## config.mk

```make
export PLATFORM = sky130hd
export DESIGN_NAME = apb_pwm_bank
export DESIGN_NICKNAME = d
export VERILOG_FILES = /design/src/rtl/apb_pwm_bank.sv
export SDC_FILE = /design/constraint.sdc
export NUM_CORES = 1
export LEC_CHECK = 0
export ABC_AREA = 1
export CORE_MARGIN = 1.5
export CORE_UTILIZATION = 56
export CTS_BUF_LIST = sky130_fd_sc_hd__clkbuf_4
export CTS_CLUSTER_DIAMETER = 60
export DETAILED_ROUTE_END_ITERATION = 8
export PLACE_DENSITY = 0.77
export SKIP_CTS_REPAIR_TIMING = 1
export SLEW_MARGIN = 20
export SYNTH_ARGS = -nofsm -noshare
export SYNTH_HDL_FRONTEND = slang
export SYNTH_SLANG_ARGS = --single-unit
```

## constraint.sdc

```tcl
create_clock -name sys_clk -period 4.1 [get_ports sys_clk]
set_input_delay 0.82 -clock sys_clk [delete_from_list [all_inputs] [get_ports sys_clk]]
set_output_delay 0.82 -clock sys_clk [all_outputs]
set_load 0.05 [all_outputs]
```

## src/rtl/apb_pwm_bank.sv

```systemverilog
// APB2 slave driving N_CH complementary PWM pairs with a shared edge/centre-aligned
// timebase, double-buffered period/duty and per-channel dead-time insertion.
module apb_pwm_bank #(
  parameter int unsigned N_CH  = 3,
  parameter int unsigned CNT_W = 16,
  parameter int unsigned DT_W  = 8
) (
  input  logic            sys_clk,
  input  logic            reset_n,
  input  logic            psel,
  input  logic            penable,
  input  logic [7:0]      paddr,
  input  logic            pwrite,
  input  logic [31:0]     pwdata,
  input  logic [3:0]      pstrb,
  output logic [31:0]     prdata,
  output logic            pready,
  output logic            pslverr,
  output logic [N_CH-1:0] pwm_h,
  output logic [N_CH-1:0] pwm_l,
  output logic            irq
);

  typedef enum logic {DIR_UP, DIR_DOWN} dir_t;

  logic             en, mode, irq_en, upd, mode_a;
  logic [CNT_W-1:0] period, period_a, cnt, duty_rd;
  logic [DT_W-1:0]  deadtime;
  logic [CNT_W-1:0] duty   [N_CH];
  logic [CNT_W-1:0] duty_a [N_CH];
  logic [DT_W-1:0]  dtc    [N_CH];
  logic [N_CH-1:0]  raw, raw_q;
  dir_t             dir;

  logic        setup, wr_acc, mapped, duty_hit;
  logic        sel_ctrl, sel_period, sel_dt, sel_status, sel_cnt;
  logic        wr_ctrl, wr_period, wr_dt, wr_duty, w1c, force_upd;
  logic        en_nxt, mode_nxt, en_rise, reload_ev, load_a;
  logic [2:0]  duty_idx;
  logic [31:0] rd_val, ctrl_w, period_w, dt_w, duty_w;
  logic        unused_bits;

  function automatic logic [31:0] merge(input logic [31:0] old, input logic [31:0] d,
                                        input logic [3:0] s);
    logic [31:0] r;
    r = old;
    for (int unsigned b = 0; b < 4; b++)
      if (s[b]) r[8*b +: 8] = d[8*b +: 8];
    return r;
  endfunction

  assign pready = 1'b1;
  assign irq    = upd & irq_en;

  assign setup      = psel & ~penable;
  assign wr_acc     = psel & penable & pwrite;
  assign sel_ctrl   = (paddr == 8'h00);
  assign sel_period = (paddr == 8'h04);
  assign sel_dt     = (paddr == 8'h08);
  assign sel_status = (paddr == 8'h0C);
  assign sel_cnt    = (paddr == 8'h10);
  assign duty_idx   = paddr[4:2];
  assign duty_hit   = (paddr[7:5] == 3'b001) && (paddr[1:0] == 2'b00) && (32'(duty_idx) < N_CH);
  assign mapped     = sel_ctrl | sel_period | sel_dt | sel_status | sel_cnt | duty_hit;

  assign wr_ctrl   = wr_acc & sel_ctrl;
  assign wr_period = wr_acc & sel_period;
  assign wr_dt     = wr_acc & sel_dt;
  assign wr_duty   = wr_acc & duty_hit;
  assign w1c       = wr_acc & sel_status & pstrb[0] & pwdata[0];
  assign force_upd = wr_ctrl & pstrb[0] & pwdata[3];

  assign ctrl_w   = merge({29'b0, irq_en, mode, en}, pwdata, pstrb);
  assign period_w = merge(32'(period), pwdata, pstrb);
  assign dt_w     = merge(32'(deadtime), pwdata, pstrb);
  assign duty_w   = merge(32'(duty_rd), pwdata, pstrb);
  // Upper merge bits beyond the field widths are intentionally discarded.
  assign unused_bits = ^{ctrl_w[31:3], period_w, dt_w, duty_w};

  always_comb begin
    duty_rd = '0;
    for (int unsigned i = 0; i < N_CH; i++)
      if (duty_idx == 3'(i)) duty_rd = duty[i];
  end

  always_comb begin
    rd_val = '0;
    if (sel_ctrl)   rd_val = {29'b0, irq_en, mode, en};
    if (sel_period) rd_val = 32'(period);
    if (sel_dt)     rd_val = 32'(deadtime);
    if (sel_status) rd_val = {31'b0, upd};
    if (sel_cnt)    rd_val = 32'(cnt);
    if (duty_hit)   rd_val = 32'(duty_rd);
  end

  // Disable acts on the same edge that commits EN=0, so the next cycle is already idle.
  assign en_nxt    = wr_ctrl ? ctrl_w[0] : en;
  assign mode_nxt  = wr_ctrl ? ctrl_w[1] : mode;
  assign en_rise   = ~en & en_nxt;
  assign reload_ev = en & en_nxt & ((period_a == '0) ||
                     (!mode_a && (cnt >= period_a)) ||
                     (mode_a && (dir == DIR_DOWN) && (cnt == '0)));
  assign load_a    = reload_ev | en_rise | force_upd;

  always_ff @(posedge sys_clk or negedge reset_n) begin
    if (!reset_n) begin
      en <= 1'b0; mode <= 1'b0; irq_en <= 1'b0; upd <= 1'b0;
      period <= '0; deadtime <= '0; prdata <= '0; pslverr <= 1'b0;
      for (int unsigned i = 0; i < N_CH; i++) duty[i] <= '0;
    end else begin
      if (setup) begin
        prdata  <= rd_val;
        pslverr <= ~mapped;
      end
      if (wr_ctrl) begin
        en     <= ctrl_w[0];
        mode   <= ctrl_w[1];
        irq_en <= ctrl_w[2];
      end
      if (wr_period) period   <= period_w[CNT_W-1:0];
      if (wr_dt)     deadtime <= dt_w[DT_W-1:0];
      for (int unsigned i = 0; i < N_CH; i++)
        if (wr_duty && (duty_idx == 3'(i))) duty[i] <= duty_w[CNT_W-1:0];
      if (reload_ev | force_upd) upd <= 1'b1;
      else if (w1c)              upd <= 1'b0;
    end
  end

  always_ff @(posedge sys_clk or negedge reset_n) begin
    if (!reset_n) begin
      cnt <= '0; dir <= DIR_UP; period_a <= '0; mode_a <= 1'b0;
      for (int unsigned i = 0; i < N_CH; i++) duty_a[i] <= '0;
    end else begin
      if (load_a) begin
        period_a <= period;
        mode_a   <= mode_nxt;
        for (int unsigned i = 0; i < N_CH; i++) duty_a[i] <= duty[i];
      end
      if (!en_nxt || !en) begin
        cnt <= '0;
        dir <= DIR_UP;
      end else if (period_a == '0) begin
        cnt <= '0;
        dir <= DIR_UP;
      end else if (!mode_a) begin
        cnt <= (cnt >= period_a) ? '0 : cnt + CNT_W'(1);
        dir <= DIR_UP;
      end else if (dir == DIR_UP) begin
        if (cnt >= period_a) begin
          cnt <= cnt - CNT_W'(1);
          dir <= DIR_DOWN;
        end else begin
          cnt <= cnt + CNT_W'(1);
        end
      end else if (cnt == '0) begin
        // Zero is the reload point; it is spent here, so restart the up-slope at 1.
        cnt <= (period == '0) ? '0 : CNT_W'(1);
        dir <= DIR_UP;
      end else begin
        cnt <= cnt - CNT_W'(1);
      end
    end
  end

  always_comb begin
    raw = '0;
    for (int unsigned i = 0; i < N_CH; i++) raw[i] = (cnt < duty_a[i]);
  end

  always_ff @(posedge sys_clk or negedge reset_n) begin
    if (!reset_n) begin
      pwm_h <= '0; pwm_l <= '0; raw_q <= '0;
      for (int unsigned i = 0; i < N_CH; i++) dtc[i] <= '0;
    end else if (!en || !en_nxt) begin
      pwm_h <= '0; pwm_l <= '0; raw_q <= '0;
      for (int unsigned i = 0; i < N_CH; i++) dtc[i] <= '0;
    end else begin
      raw_q <= raw;
      for (int unsigned i = 0; i < N_CH; i++) begin
        if (raw[i] != raw_q[i]) begin
          // Any edge restarts the dead-time window, cancelling a pending assertion.
          pwm_h[i] <= (deadtime == '0) ? raw[i] : 1'b0;
          pwm_l[i] <= (deadtime == '0) ? ~raw[i] : 1'b0;
          dtc[i]   <= deadtime;
        end else if (dtc[i] > DT_W'(1)) begin
          dtc[i] <= dtc[i] - DT_W'(1);
        end else begin
          dtc[i]   <= '0;
          pwm_h[i] <= raw[i];
          pwm_l[i] <= ~raw[i];
        end
      end
    end
  end

endmodule
```

==> Word-level counts from Yosys, hierarchy flattened <==
Index checks and enable logic that the tools add are counted.
Widths: inputs -> output; s select.
{ "word_totals": {"output_inout_bits": 41, "inputBits": 49, "ff_bits": 224} }
{ "op_classes": {"eq_ne": 13, "bitwise_logic": 30, "addsub": 5, "n_mux": 58, "order_cmp": 8, "n_reduce_logical": 26} }
{ "ops": {"columns": ["op", "count"], "rows": [
  ["$mux 16", 10],
  ["$mux 32", 5],
  ["$mux 8", 8],
  ["$logic_not 16->1", 3],
  ["$lt 16x16->1", 3],
  ["$mux 1", 29],
  ["$gt 8x1->1 const B", 3],
  ["$mux 24", 1],
  ["$sub 8x1->8 const B", 3],
  ["$add 16x1->16 const B", 1],
  ["$and 1x1->1", 16],
  ["$eq 8x4->1 const B", 2],
  ["$ge 16x16->1", 1],
  ["$logic_not 8->1", 2],
  ["$sub 16x1->16 const B", 1],
  ["$mux 3", 4],
  ["$ne 3x3->1 const B", 3],
  ["$eq 8x3->1 const B", 1],
  ["$eq 8x5->1 const B", 1],
  ["$logic_and 1x1->1", 8],
  ["$or 1x1->1", 8],
  ["$reduce_and 2->1", 4],
  ["$eq 3x1->1 const B", 2],
  ["$not 1->1", 6],
  ["9 further kinds", 15]
]} }

==> Longest topological paths before layout <==
{ "logic_depth": {"depth_word": 8, "ltp_mapped": 19, "depth_no_buf": 17} }

==> Worst setup path after synthesis <==
OpenSTA, ideal clock, no wires.
{ "synth_timing": {"kind": "input -> register", "start": "input paddr[1]", "end": "register period_a[1]", "required_ps": 3983, "setup_ps": 117, "path_stages": 12, "slack_ps": 1834, "n_path_buf": 2, "arrival_ps": 2148, "cell_sequence": "nor2_2 nand2_1 nor3_4 nand2_2 o21ai_2 inv_2 nand2_2 nand3_1 buf_6 buf_6 nand2_1 nand2_1"} }
{ "synth_between": {"elab_chain_len": 7} }
{ "synth_lines": {"columns": ["item", "line", "text"], "rows": [
  ["start, declared", "12", "input logic [7:0] paddr,"],
  ["$logic_not 8->1 *", "57", "assign sel_ctrl = (paddr == 8'h00);"],
  ["$and 1x1->1 *", "66", "assign wr_ctrl = wr_acc & sel_ctrl;"],
  ["$mux 1", null, null],
  ["$and 1x1->1 (2 in series)", "100", "assign reload_ev = en & en_nxt & ((period_a == '0) ||"],
  ["$or 1x1->1", "103", "assign load_a = reload_ev | en_rise | force_upd;"],
  ["$or 1x1->1 *", "103", null],
  ["end signal, assigned", "135", "period_a <= period;"],
  ["end, declared", "27", "logic [CNT_W-1:0] period, period_a, cnt, duty_rd;"]
]} }
Mark *: on every way between the ends. The rest lies on a longest branch, timed or not.
A chain may end at the register's enable or synchronous reset.

==> Worst setup path in the final report <==
{ "layout_timing": {"start": "register cnt[12]", "end": "register pwm_h[2]"} }
{ "layout_between": {"elab_chain_len": 4} }
{ "layout_lines": {"columns": ["item", "line", "text"], "rows": [
  ["start, declared", "27", null],
  ["start signal, assigned", "146", "cnt <= (cnt >= period_a) ? '0 : cnt + CNT_W'(1);"],
  ["start signal, assigned", "150", "cnt <= cnt - CNT_W'(1);"],
  ["start signal, assigned", "153", "cnt <= cnt + CNT_W'(1);"],
  ["$lt 16x16->1 *", "167", "for (int unsigned i = 0; i < N_CH; i++) raw[i] = (cnt < duty_a[i]);"],
  ["$mux 1 (tied with other cells)", "185", "end else if (dtc[i] > DT_W'(1)) begin"],
  ["$mux 1", "180", "if (raw[i] != raw_q[i]) begin"],
  ["$mux 3", "174", "end else if (!en || !en_nxt) begin"],
  ["end signal, assigned by index", "182", "pwm_h[i] <= (deadtime == '0) ? raw[i] : 1'b0;"],
  ["end signal, assigned by index", "189", "pwm_h[i] <= raw[i];"],
  ["end, declared", "19", "output logic [N_CH-1:0] pwm_h,"]
]} }
Mark *: on every way between the ends. The rest lies on a longest branch, timed or not. The select of a mux whose other input is x is not followed.

==> metrics.md <==
| Metric | Value |
|---|---|
| Post-Syn Area per Cell | `7.55 um^2` |
| Min-Delay Path Class | `in2async` |
| Synth Area in XOR/XNOR | `0.0205` |
| Avg Vias per Cell | `5.77` |
| Worst-Margin Slew | `1020 ps` |
| Die Wd | `152 um` |
| Reg-to-reg slack, setup | `1180 ps` |
| Fmax achieved | `342 MHz` |
| Post-synth top area share | `0.421` |
| Yosys top cell by area | `dfrtp_1` |
| Finished Cell Area | `0.0138 mm^2` |
| GR Overflow Total | `0` |
| Compound-Gate Fraction of Synth Area | `0.107` |
| Largest net degree at the start of global routing | `88` |
| Worst path cell trace | `ha_1 > nand2_1 > nor4_1 > nand2_1 > nand2_1 > nand2_1 > nand2_1 > nand2_1 > nand2_1 > nand2_1` |
| FILL cells | `1943` |
| Average wire per standard cell | `17.1 um` |
| Sink Count | `208` |
| Pre-CTS setup slack | `689 ps` |
| Worst skew pair latency | `690 ps` |
| Min Clock Period, post-route | `2920 ps` |
| Initial DRC Count | `1094` |
| CTS tree | `built` |
| CP startpoint kind | `flop` |
| Post-synthesis cell type count | `45` |
| RSZ-0062 raised after global routing | `no` |
| Nets | `1833` |
| GPL Wtd Cong | `0.963` |
| Worst vdd ir | `0.174 mV` |
| Root buf cell | `clkbuf_4` |
| Most frequent CP cell | `nand2_1` |
| Die Y | `152 um` |
| Area of the multi-input gates | `0.00613 mm^2` |
| Period utilisation layout | `0.713` |
| Post-synthesis mux area share | `0.000910` |
| I/O Pins | `90` |
| Vias in the first global route | `11100` |
| Register area | `0.00520 mm^2` |
| Mapped Cells | `1638` |
| Hold Violations, Final | `0` |
| Initial Utilization | `0.569` |
| Post-Synth Simple-Gate Area | `0.290` |
| Antenna-violating nets left | `0` |
| Layout area overhead | `11.9%` |
| Post-Synth Adder-Cell Area | `0.0708` |
| Placed inst area | `0.0131 mm^2` |
| Synth top area cells | `dfrtp_1 (42%), nand2_1 (14%), ha_1 (7.1%), o21ai_0 (5.7%), inv_1 (5.3%)` |
| R2r endpoint | `pwm_h[2]` |
| Routed WL | `34800 um` |
| DP Wirelength | `24900 um` |
| FF-to-FF path depth | `10` |
| DR vias | `11700` |
| CP max stage cell | `nor4_1` |
| Cell row count | `54` |
| Longest Clk Path Bufs | `3` |
| Synth Register Bits | `208` |
| CP Buf/Inv Count | `0` |
| Critical Path RT | `4670 ps` |
| Final core utilization | `0.636` |
| Combinational family with the most area after synthesis | `simple AND/OR/NAND/NOR gates` |
| Crit path DAT | `3490 ps` |
| IO buf count | `54` |
| Worst-path clk slew | `60 ps` |
| Antenna violations before repair | `1` |
| Lkg Pwr | `0.00708 uW` |
| Worst stage delay on the critical path | `600 ps` |
| Max_cap viols | `0` |
| Number of buffers created by CTS | `56` |
| Critical path depth | `10` |
| Full die area | `0.0230 mm^2` |
| Core Region | `0.0218 mm^2` |
| Worst-path maximum fanout | `12` |
| Overall routing resource usage | `0.313` |
| Setup Viol. Count Final | `0` |
| CP top delay family | `simple AND/OR/NAND/NOR gates` |
| CP Capture Type | `flop` |
| Reg-to-Reg Start | `cnt[12]` |
| Power Total | `4490 uW` |
| Max-Slew Margin vs Limit | `0.316` |
| Register area share after synthesis | `0.421` |
| PwrDens | `324 mW/mm^2` |
| First-pass GRT wire length | `56200 um` |
| Synth warn | `0` |
| Slew Viols, Final | `0` |
| Clk_skew | `26.7 ps` |
| Status | `complete, no violations` |
| First-pass iteration count of the detailed router | `6` |
| Synthesized area | `0.0124 mm^2` |
| # DRC | `0` |
| CTS H-tree lvls | `2` |
| Final WS setup | `1180 ps` |
| Crit Path Class | `reg2reg` |
| Share of cells above drive strength 1 | `0.0816` |
| Setup TNS | `0 ps` |
worst reg2reg max path, stage by stage (launching register included):
cell	delay, ps
dfrtp_1	590
ha_1	410
nand2_1	80
nor4_1	600
nand2_1	310
nand2_1	230
nand2_1	210
nand2_1	190
nand2_1	70
nand2_1	80
nand2_1	60
layout make-up:
class,instances,share of cell area
clock buffers,88,0.0477
diodes,1,0.000181
multi-input cells,1189,0.443
inverters,179,0.0485
well taps,280,0.0253
clock inverters,9,0.00443
repair buffers,80,0.0552
flip-flops and latches,208,0.376
cell usage in the layout (no fill, tap or decap), types with 2 or more instances in the layout:
| cell | Yosys | final |
|---|---|---|
| a21oi_1 | 67 | 67 |
| a221oi_1 | 7 | 7 |
| a22o_1 | 4 | 4 |
| buf_12 | 0 | 2 |
| buf_4 | 23 | 24 |
| clkbuf_4 | 0 | 88 |
| clkdlybuf4s50_1 | 0 | 53 |
| clkinv_1 | 1 | 8 |
| conb_1 | 2 | 17 |
| dfrtp_1 | 208 | 208 |
| ha_1 | 70 | 70 |
| inv_1 | 175 | 175 |
| inv_2 | 3 | 3 |
| nand2_1 | 460 | 460 |
| nand2_2 | 4 | 4 |
| nand3_1 | 121 | 120 |
| nand3_2 | 1 | 2 |
| nand3b_1 | 2 | 2 |
| nand4_1 | 82 | 82 |
| nor2_1 | 114 | 114 |
| nor2_2 | 2 | 2 |
| nor3_1 | 20 | 20 |
| nor4_1 | 8 | 7 |
| o2111ai_1 | 4 | 4 |
| o21a_1 | 4 | 4 |
| o21ai_0 | 141 | 141 |
| o21ai_1 | 7 | 7 |
| o21ai_2 | 2 | 2 |
| o221ai_1 | 3 | 3 |
| or2_2 | 8 | 8 |
| xnor2_1 | 4 | 4 |
| xor2_1 | 25 | 25 |
cell usage after synthesis, drive strengths merged:
cell,number
o41ai,1
and2,1
nand4,82
conb,2
inv,178
a21oi,67
nor2,117
and3b,1
o21a,4
clkbuf,33
nor3,22
o221ai,3
nand3b,2
mux2,1
buf,44
xnor2,4
dfrtp,208
or2,8
a21o,1
o2111ai,4
clkinv,1
o21ai,150
xor2,25
and3,1
o211ai,1
nand2,464
a221oi,7
o22ai,1
nor4,8
ha,70
o21bai,1
a22o,4
nand3,122
worst max-delay path by stage:
| stage | endpoint | startpoint |
|---|---|---|
| after floorplan | period_a[1] | paddr[1] |
| after global placement | duty_a[35] | paddr[1] |
| after detailed placement | duty_a[17] | paddr[1] |
| after CTS | irq | upd |
| after global routing | duty_a[34] | cnt[6] |
| final | pwm_h[2] | cnt[12] |
flip-flops by register name, indices dropped and copies added (netlist names), 3 cells and up:
register	flops
prdata	16
pwm_l	3
cnt	16
period	16
period_a	16
dtc	24
deadtime	8
raw_q	3
duty	48
duty_a	48
pwm_h	3
layer usage:
layer  part of all wire  track usage  up-vias
met2               0.46        0.490      561
met3              0.093       0.0692       98
met1               0.41        0.420     5503
met5                  0            0        -
li1                   -            -     5568
met4              0.034        0.127        0
kinds of logic after synthesis:
group / after synthesis
compound gates: 244
xor+xnor: 29
fa+ha+maj: 70
buf+inv: 256
flops: 208
mux: 1
other cells: 2
simple gates: 828
metrics by stage:
step | hold slack (ps) | instances
2_1_floorplan | 442 | 1653
3_3_place_gp | 469 | 1936
3_5_place_dp | 468 | 1936
4_1_cts | 160 | 2033
5_1_grt | 189 | 2034
6_report | 163 | 2034
where the power goes:
group / switching, uW / leakage [uW] / internal (uW)
Clock: 875 / 0.000434 / 1020
Sequential: 16.4 / 0.00288 / 2070
Combinational: 355 / 0.00377 / 146
Total: 1250 / 0.00708 / 3240
No activity file was read; power rests on OpenSTA's default activity.
